## config.mk

```make
export PLATFORM = sky130hd
export DESIGN_NAME = seq_det_ctrl
export DESIGN_NICKNAME = d
export VERILOG_FILES = /design/src/rtl/seq_det_ctrl.sv
export SDC_FILE = /design/constraint.sdc
export NUM_CORES = 1
export LEC_CHECK = 0
export CAP_MARGIN = 10
export CORE_MARGIN = 3
export CORE_UTILIZATION = 57
export DETAILED_ROUTE_END_ITERATION = 16
export PLACE_DENSITY = 0.85
export SYNTH_ARGS = -nofsm -noshare
export SYNTH_HDL_FRONTEND = slang
export SYNTH_SLANG_ARGS = --single-unit
```

## constraint.sdc

```tcl
create_clock -name clk -period 4.4 [get_ports clk]
set_clock_uncertainty 0.05 [all_clocks]
set_input_delay 0.44 -clock clk [delete_from_list [all_inputs] [get_ports clk]]
set_output_delay 0.44 -clock clk [all_outputs]
set_load 0.005 [all_outputs]
```

## src/rtl/seq_det_ctrl.sv

```systemverilog
// Configurable serial pattern detector: up to 8-bit pattern, overlapping or
// non-overlapping matching, optional match-count target that ends a run.
//
// state | meaning
// IDLE  | config accepted, waiting for start
// RUN   | shifting serial bits, counting matches
// DONE  | one-cycle done pulse after target reached
module seq_det_ctrl (
    input  logic       clk,
    input  logic       rst,
    input  logic       cfg_valid,
    output logic       cfg_ready,
    input  logic [7:0] cfg_pattern,
    input  logic [2:0] cfg_len,
    input  logic       cfg_overlap,
    input  logic [7:0] cfg_target,
    input  logic       start,
    input  logic       abort,
    input  logic       x,
    input  logic       x_valid,
    output logic       y,
    output logic       busy,
    output logic       done,
    output logic [7:0] match_cnt
);

    typedef enum logic [1:0] {
        IDLE = 2'd0,
        RUN  = 2'd1,
        DONE = 2'd2
    } state_t;

    state_t     state;
    logic [7:0] pat_q;
    logic [2:0] len_q;
    logic       ovl_q;
    logic [7:0] tgt_q;
    logic       cfg_loaded;
    logic [6:0] hist;
    logic [3:0] fill;

    logic [7:0] window;
    logic [7:0] mask;
    logic       match;
    logic [7:0] cnt_inc;
    logic [3:0] fill_inc;

    // Newest bit sits in window[0]; only the low L bits take part in the compare.
    assign window   = {hist, x};
    assign mask     = 8'hFF >> (3'd7 - len_q);
    assign match    = (state == RUN) && x_valid && !abort
                      && (fill >= {1'b0, len_q})
                      && (((window ^ pat_q) & mask) == 8'h00);
    assign cnt_inc  = (match_cnt == 8'hFF) ? 8'hFF : match_cnt + 8'd1;
    assign fill_inc = (fill == 4'd8) ? 4'd8 : fill + 4'd1;

    assign y         = match;
    assign cfg_ready = (state == IDLE);
    assign busy      = (state == RUN);
    assign done      = (state == DONE);

    always_ff @(posedge clk or negedge rst) begin
        if (!rst) begin
            state      <= IDLE;
            pat_q      <= 8'h00;
            len_q      <= 3'd0;
            ovl_q      <= 1'b0;
            tgt_q      <= 8'h00;
            cfg_loaded <= 1'b0;
            hist       <= 7'd0;
            fill       <= 4'd0;
            match_cnt  <= 8'h00;
        end else begin
            case (state)
                IDLE: begin
                    if (cfg_valid) begin
                        pat_q      <= cfg_pattern;
                        len_q      <= cfg_len;
                        ovl_q      <= cfg_overlap;
                        tgt_q      <= cfg_target;
                        cfg_loaded <= 1'b1;
                    end
                    // A config offered alongside start counts as loaded for that start.
                    if (start && (cfg_loaded || cfg_valid)) begin
                        state     <= RUN;
                        hist      <= 7'd0;
                        fill      <= 4'd0;
                        match_cnt <= 8'h00;
                    end
                end
                RUN: begin
                    if (abort) begin
                        state <= IDLE;
                    end else if (x_valid) begin
                        if (match) begin
                            match_cnt <= cnt_inc;
                            if (ovl_q) begin
                                hist <= window[6:0];
                                fill <= fill_inc;
                            end else begin
                                hist <= 7'd0;
                                fill <= 4'd0;
                            end
                            if ((tgt_q != 8'h00) && (cnt_inc == tgt_q)) begin
                                state <= DONE;
                            end
                        end else begin
                            hist <= window[6:0];
                            fill <= fill_inc;
                        end
                    end
                end
                DONE: begin
                    state <= IDLE;
                end
                default: begin
                    state <= IDLE;
                end
            endcase
        end
    end

endmodule

```

==> impl_results.md, run 1 <==
- Status: finished clean
- Crit path cell chain: xor2_1 -> a211o_1 -> a222oi_1 -> nand2_1 -> clkinv_1 -> clkdlybuf4s50_1
- Io pins: 39
- GRT overflow: 0
- Avg WL per Cell: 17.2 um
- Final Hold Fails: 0
- Worst Setup Start Kind: flip-flop
- TritonCTS Buffers: 5
- Largest family of logic cells by synthesized area: compound AO/OA/AOI/OAI gates
- Max-slew violation count: 0
- Yosys Warn Count: 0
- Pleak: 1.19 nW
- Post-Layout Cell Count: 316
- Vias: 2,005
- Post_cts resized: 0
- CP startpoint: pat_q[7]
- Post-synthesis register bit count: 42
- Final Cell Area: 2880 um2
- Hold slack: 0.217 ns
- CTS tree: yes
- Pwr/cell area: 382 nW/um2
- Synth top area cells: dfrtp_1, mux2_2, ha_1
- Setup ws final: 1.24 ns
- Unrepaired setup endpoints after global routing: false
- Overall Power: 1.10 mW
- Min Clock Period, post-route: 3.16 ns
- Initial Utilization: 61.9%
- Fmax: 316 MHz
- Root buf cell: clkbuf_8
- CP endpoint kind: primary output
- CP peak stage delay: 0.53 ns
- CP arrival: 2.67 ns
- Adder-cell share of the synthesized area: 3.17%
- Final period util: 71.9%
- Asr flop ratio synth: 100%
- Critical Path RT: 3.91 ns
- Avg Cell Area, Syn: 10.1 um2
- Share of cells above drive strength 1: 10.1%
- Final Util: 75.3%
- # port buffers: 38
- Synth top area share: 44.4%
- Clock sink count: 42
- Critical path peak fanout: 9
- Cell Count Post-Placement: 308
- Synth Instances: 235
- Setup TNS: 0 ns
- VDD IR-drop max: 350 uV
- Crit Reg-Reg Startpoint: fill[0]
- Compound-Gate Fraction of Synth Area: 19.0%
- Worst rel slew slack: 23.7%
- GRT Util Overall: 22.7%
- Hold Path Class: in2async
- Sequential share of the synthesized area: 44.4%
- Worst Max-Slew Pin Slew: 1.14 ns
- Row count: 22
- Synth Area in Simple Gates: 16.2%
- Post-Route WL: 5.43 mm
- EDFF count, synth: 0
- First-pass GRT wire length: 8.83 mm
- Vias in the first global route: 1,816
- Area of the core: 3830 um2
- Setup WS pre-CTS: 1.52 ns
- Setup bufs post-CTS: 0
- Antenna cell count: 0
- Cts hold-fix bufs: 0
- Clock latency on the worst-skew pair: 0.29 ns
- Die width: 70.5 um
- Critical path's slowest cell: clkdlybuf4s50_1
- Initial DRC count: 253
- Post-synthesis mux area share: 7.60%
- Die area: 4970 um2
- Syn-to-layout area delta: 21.6%
- Mapped Nets: 268
- Die Ht: 70.5 um
- HPWL after DPL: 3.94 mm
- Netlist cell types: 53
- DRC violations left: 0
- H-tree depth: 2
- Antenna-violating nets left: 0
- Initial antenna violation count: 0
- Gpl congestion: 0.939
- Maximum clock path buffer count: 2
- Largest area contributor in the netlist: dfrtp_1
- Dpl cell area: 2740 um2
- Drt via density: 6.34
- Max cap viols: 0
- Synthesized area: 2370 um2
- Synth Area in XOR/XNOR: 5.39%
- Critical path class: reg2out
- Top FF cell, synth: dfrtp_1
- Largest net degree at the start of global routing: 43
- Layout Nets: 300
- Final setup vio count: 0
- Drt first pass iters: 5
- Clock transition at path regs: 0.09 ns
==> worst paths after layout <==
| check | slack, ns | endpoint | cells past startpoint |
|---|---|---|---|
| min in group clk | 0.43 | cfg_loaded | 1 |
| max in group asynchronous | 3.52 | tgt_q[6] | 1 |
| setup reg to reg | 1.60 | fill[0] | 8 |
| setup / recovery | 1.24 | y | 6 |
| hold / removal | 0.22 | fill[3] | 1 |
| hold reg to reg | 0.43 | cfg_loaded | 1 |
==> critical path: cells and delay by family (launching register included) <==
kind | cells | cell delay (ns)
simple gates | 1 | 0.26
compound gates | 2 | 0.81
buf+inv | 2 | 0.74
flops | 1 | 0.40
xor+xnor | 1 | 0.17
==> cells in the final DEF (no fill, tap or decap), drive strengths merged, types with 2 or more instances in the layout <==
master         instances
a41oi                  2
mux2                  16
clkdlybuf4s50         37
and4                   2
a221o                  2
a31oi                  5
o22ai                  2
nor2                  11
a211oi                 4
a21o                   2
or3                    2
and2                   3
o21a                   3
nor3                   2
bufinv                 2
xor2                   6
nor4                   6
xnor2                  6
clkinv                 2
inv                   10
nand4                  3
nor2b                  4
a21oi                 11
nand2                 14
o21ai                 14
a22o                   7
nand4b                 2
and3                   4
nand3b                 2
dfrtp                 42
o32ai                  2
clkbuf                 5
ha                     6
nand3                  8
==> report_power, final <==
| part | switching (mW) | internal, mW |
|---|---|---|
| clock | 0.139 | 0.227 |
| combinational | 0.110 | 0.126 |
| sequential | 0.0605 | 0.439 |
==> synthesized netlist by cell type, types with 2 or more instances <==
| cell type | number |
|---|---|
| a21o_1 | 2 |
| and4_1 | 2 |
| nor2_1 | 11 |
| ha_1 | 6 |
| xor2_1 | 6 |
| o21ai_0 | 14 |
| nor4_1 | 5 |
| nand4b_1 | 2 |
| nand3_1 | 8 |
| o21a_1 | 3 |
| buf_4 | 2 |
| mux2_2 | 16 |
| a211oi_1 | 4 |
| a21oi_1 | 11 |
| or3_1 | 2 |
| buf_2 | 4 |
| clkbuf_1 | 7 |
| xnor2_1 | 6 |
| inv_1 | 10 |
| a221o_1 | 2 |
| and3_1 | 4 |
| and2_1 | 3 |
| nand2_1 | 14 |
| nand4_1 | 3 |
| nor2b_1 | 4 |
| nor3_1 | 2 |
| o22ai_1 | 2 |
| nand3b_1 | 2 |
| dfrtp_1 | 42 |
| a31oi_1 | 5 |
| o32ai_1 | 2 |
| a41oi_1 | 2 |
| a22o_1 | 7 |
==> metal layers <==
metal	share of wire (%)	track usage [%]
met5	0	0
met4	1.2	5.74
met3	8.3	5.18
met2	45	33.5
met1	46	33.6
==> final cells by class <==
| type | count | area, um2 |
|---|---|---|
| Sequential cell | 42 | 1050 |
| Tap cell | 48 | 60.1 |
| Timing Repair Buffer | 38 | 375 |
| Fill cell | 298 | 945 |
| Clock buffer | 5 | 68.8 |
| Multi-Input combinational cell | 169 | 1220 |
| Inverter | 11 | 41.3 |
| Clock inverter | 3 | 68.8 |
==> cell families (layout without fill, tap and decap cells) <==
family	Yosys count	count (layout)
simple gates	69	69
compound gates	65	65
flops	42	42
buf+inv	24	57
mux	16	16
xor+xnor	13	13
fa+ha+maj	6	6
==> sequential cells by signal, summed over array words and instances (netlist names) <==
name        flops
fill            4
len_q           3
tgt_q           8
ovl_q           1
state           2
pat_q           8
match_cnt       8
cfg_loaded      1
hist            7
No activity file was read; power rests on OpenSTA's default activity.
==> run 2: changes to the inputs <==
CORE_UTILIZATION = 48   (was 57)
PLACE_DENSITY = 0.76   (was 0.85)
clock period = 2.9 ns   (was 4.4 ns; I/O delays follow)
==> run 2 against run 1 <==
Net effect:
- combinational power rose by 61%
- power up 39%
- hold slack worse by 0.16 ns
- cell count increased by 8.2%
- cell area rose by 1.9%
- wire length barely moved
- critical path depth unchanged
- count of clock-buffer cells in the layout stayed put
- largest power group unchanged
==> impl_results.md, run 2 (synthesis results as in run 1) <==
- GRT overflow: 0 (unchanged)
- Final Cell Area: 2940 um2 (was 2880 um2)
- Cell Count Post-Placement: 332 (was 308)
- Initial Utilization: 51.9% (was 61.9%)
- Clock transition at path regs: 0.09 ns (about the same)
- Final setup vio count: 0 (unchanged)
- Min Clock Period, post-route: 2.76 ns
- Setup TNS: 0 ns (unchanged)
- Most frequent cells in the layout: dfrtp_1, clkdlybuf4s50_1, mux2_2 (unchanged)
- Critical path's slowest cell: clkdlybuf4s50_1 (unchanged)
- Row count: 24 (was 22)
- Worst rel slew slack: 34.6% (was 23.7%)
- Critical Path RT: 2.56 ns (was 3.91 ns)
- Worst Max-Slew Pin Slew: 0.981 ns (was 1.14 ns)
- First-pass GRT wire length: 9.37 mm (was 8.83 mm)
- HPWL after DPL: 4.03 mm (was 3.94 mm)
- Gpl congestion: 0.977 (was 0.939)
- Maximum clock path buffer count: 2 (unchanged)
- Reg2Reg Capture Point: state[0] (was fill[0])
- Max cap viols: 0 (unchanged)
- Initial antenna violation count: 0 (unchanged)
- Initial DRC count: 280 (was 253)
- Share of cells above drive strength 1: 14.1% (was 10.1%)
- Top Usage Layer GRT: met2 (was met1)
- Hold Path Class: in2async (unchanged)
- Crit path cell chain: xor2_1 -> a211o_1 -> a222oi_1 -> nand2_2 -> clkinvlp_4 -> clkdlybuf4s50_1 (was xor2_1 -> a211o_1 -> a222oi_1 -> nand2_1 -> clkinv_1 -> clkdlybuf4s50_1)
- Antenna cell count: 0 (unchanged)
- Register Area: 1050 um2 (unchanged)
- Max-slew violation count: 0 (unchanged)
- Psw: 0.485 mW (was 0.309 mW)
- Vias: 2,035 (was 2,005)
- VDD IR-drop max: 380 uV (was 350 uV)
- Unrepaired setup endpoints after global routing: false (unchanged)
- CP arrival: 2.42 ns (was 2.67 ns)
- Sw Share: 31.7% (was 28.1%)
- Die area: 5820 um2 (was 4970 um2)
- Vias in the first global route: 1,958 (was 1,816)
- Largest regs: match_cnt x8, pat_q x8, tgt_q x8 (unchanged)
- Layout Nets: 309 (was 300)
- Drt via density: 5.95 (was 6.34)
- Pwr/cell area: 522 nW/um2 (was 382 nW/um2)
- Root buf cell: clkbuf_8 (unchanged)
- Clock share of power: 26.0% (was 33.2%)
- TritonCTS Buffers: 5 (unchanged)
- CP endpoint kind: primary output (unchanged)
- Status: finished clean (unchanged)
- Met3 usage: 3.78% (was 5.18%)
- Fill count: 380 (was 298)
- CP peak stage delay: 0.50 ns (was 0.53 ns)
- Antenna-violating nets left: 0 (unchanged)
- Die Ht: 76.3 um (was 70.5 um)
- Avg WL per Cell: 15.9 um (was 17.2 um)
- Cts hold-fix bufs: 0 (unchanged)
- Final period util: 95.3%
- Pleak: 1.21 nW (was 1.19 nW)
- # port buffers: 38 (unchanged)
- Post-Layout Cell Count: 342 (was 316)
- Die width: 76.3 um (was 70.5 um)
- Post-Route WL: 5.44 mm (was 5.43 mm)
- GRT Util Overall: 19.6% (was 22.7%)
- Worst Setup Start Kind: flip-flop (unchanged)
- Io pins: 39 (unchanged)
- Reg-to-reg slack, setup: 0.28 ns (was 1.60 ns)
- Crit Reg-Reg Startpoint: match_cnt[1] (was fill[0])
- Final Hold Fails: 0 (unchanged)
- Fmax: 362 MHz
- Seq pwr share: 49.3% (was 45.4%)
- Most common cell after layout, fill and taps aside: dfrtp_1 (unchanged)
- Comb pwr share: 24.8% (was 21.4%)
- Syn-to-layout area delta: 23.9% (was 21.6%)
- Dpl cell area: 2820 um2 (was 2740 um2)
- Clock latency on the worst-skew pair: 0.30 ns (was 0.29 ns)
- Largest net degree at the start of global routing: 43 (unchanged)
- GR Util met2: 28.8% (was 33.5%)
- Clock sink count: 42 (unchanged)
- DRC violations left: 0 (unchanged)
- Critical path peak fanout: 6 (was 9)
- GR Util met1: 28.5% (was 33.6%)
- Multi-input logic area: 1220 um2 (about the same)
- H-tree depth: 2 (unchanged)
- R2r worst-path depth: 7 (was 8)
- Int Pwr: 1.05 mW (was 0.793 mW)
- Critical path class: reg2out (unchanged)
- Area of the core: 4560 um2 (was 3830 um2)
- CTS tree: yes (unchanged)
- Drt first pass iters: 4 (was 5)
-- run 2: cell types whose count changed in the layout (fill, tap and decap cells not counted), sizes merged --
| cell | previous run | this run |
|---|---|---|
| clkinvlp | 0 | 2 |
| bufinv | 2 | 0 |
| inv | 10 | 11 |
| clkinv | 2 | 1 |
| buf | 1 | 10 |
-- run 2: how the worst max path moves through the flow --
stage	start	end	slack (ns)	cells past startpoint
6_report	hist[4]	y	0.14	6
5_1_grt	hist[4]	y	0.003	6
4_1_cts	fill[0]	y	0.02	8
3_3_place_gp	match_cnt[1]	state[0]	0.30	7
2_1_floorplan	match_cnt[0]	state[0]	0.40	8
3_5_place_dp	match_cnt[1]	state[0]	0.23	7
-- run 2: timing repair --
| action | CTS | global route |
|---|---|---|
| setup buffers | 0 | 2 |
| resized for setup | 0 | 3 |
| endpoints found under the setup margin | 0 | 2 |
-- run 2: power by group through the flow --
stage	logic [mW]	registers, mW	clock network [mW]
after floorplan	0.249	0.742	0
after global placement	0.369	0.762	0
after detailed placement	0.380	0.767	0
after CTS	0.382	0.754	0.408
after global routing	0.428	0.768	0.439
final	0.380	0.755	0.398
-- run 2: final cells by class --
| cell class | instances | area share (%) |
|---|---|---|
| multi-input cells | 169 | 41.6 |
| flip-flops and latches | 42 | 35.8 |
| repair buffers | 47 | 15.1 |
| well taps | 65 | 2.77 |
| clock buffers | 5 | 2.34 |
| inverters | 11 | 1.53 |
| clock inverters | 3 | 0.853 |
-- run 2: metrics by stage --
step	hold WS [ns]	power, mW	util, %	setup slack, ns
final	0.0615	1.53	64.3	0.137
after global routing	0.135	1.63	64.3	0.00259
after CTS	0.0909	1.54	63.8	0.0222
after detailed placement	0.403	1.15	61.7	0.232
after global placement	0.402	1.13	61.7	0.300
after floorplan	-0.0556	0.991	-	0.405
-- run 2: layer usage --
metal  up-vias  wire [um]
met5         -          0
li1        961          -
met1       979       2570
met4         0        116
met3        11        371
met2        84       2380
-- run 2: worst max-delay path, delay by kind of cell, from the launching register on --
| family | cells | cell delay, ns |
|---|---|---|
| flip-flops | 1 | 0.42 |
| XOR/XNOR | 1 | 0.17 |
| buffers and inverters | 2 | 0.64 |
| AND/OR/NAND/NOR | 1 | 0.19 |
| AO/OA/AOI/OAI | 2 | 0.71 |
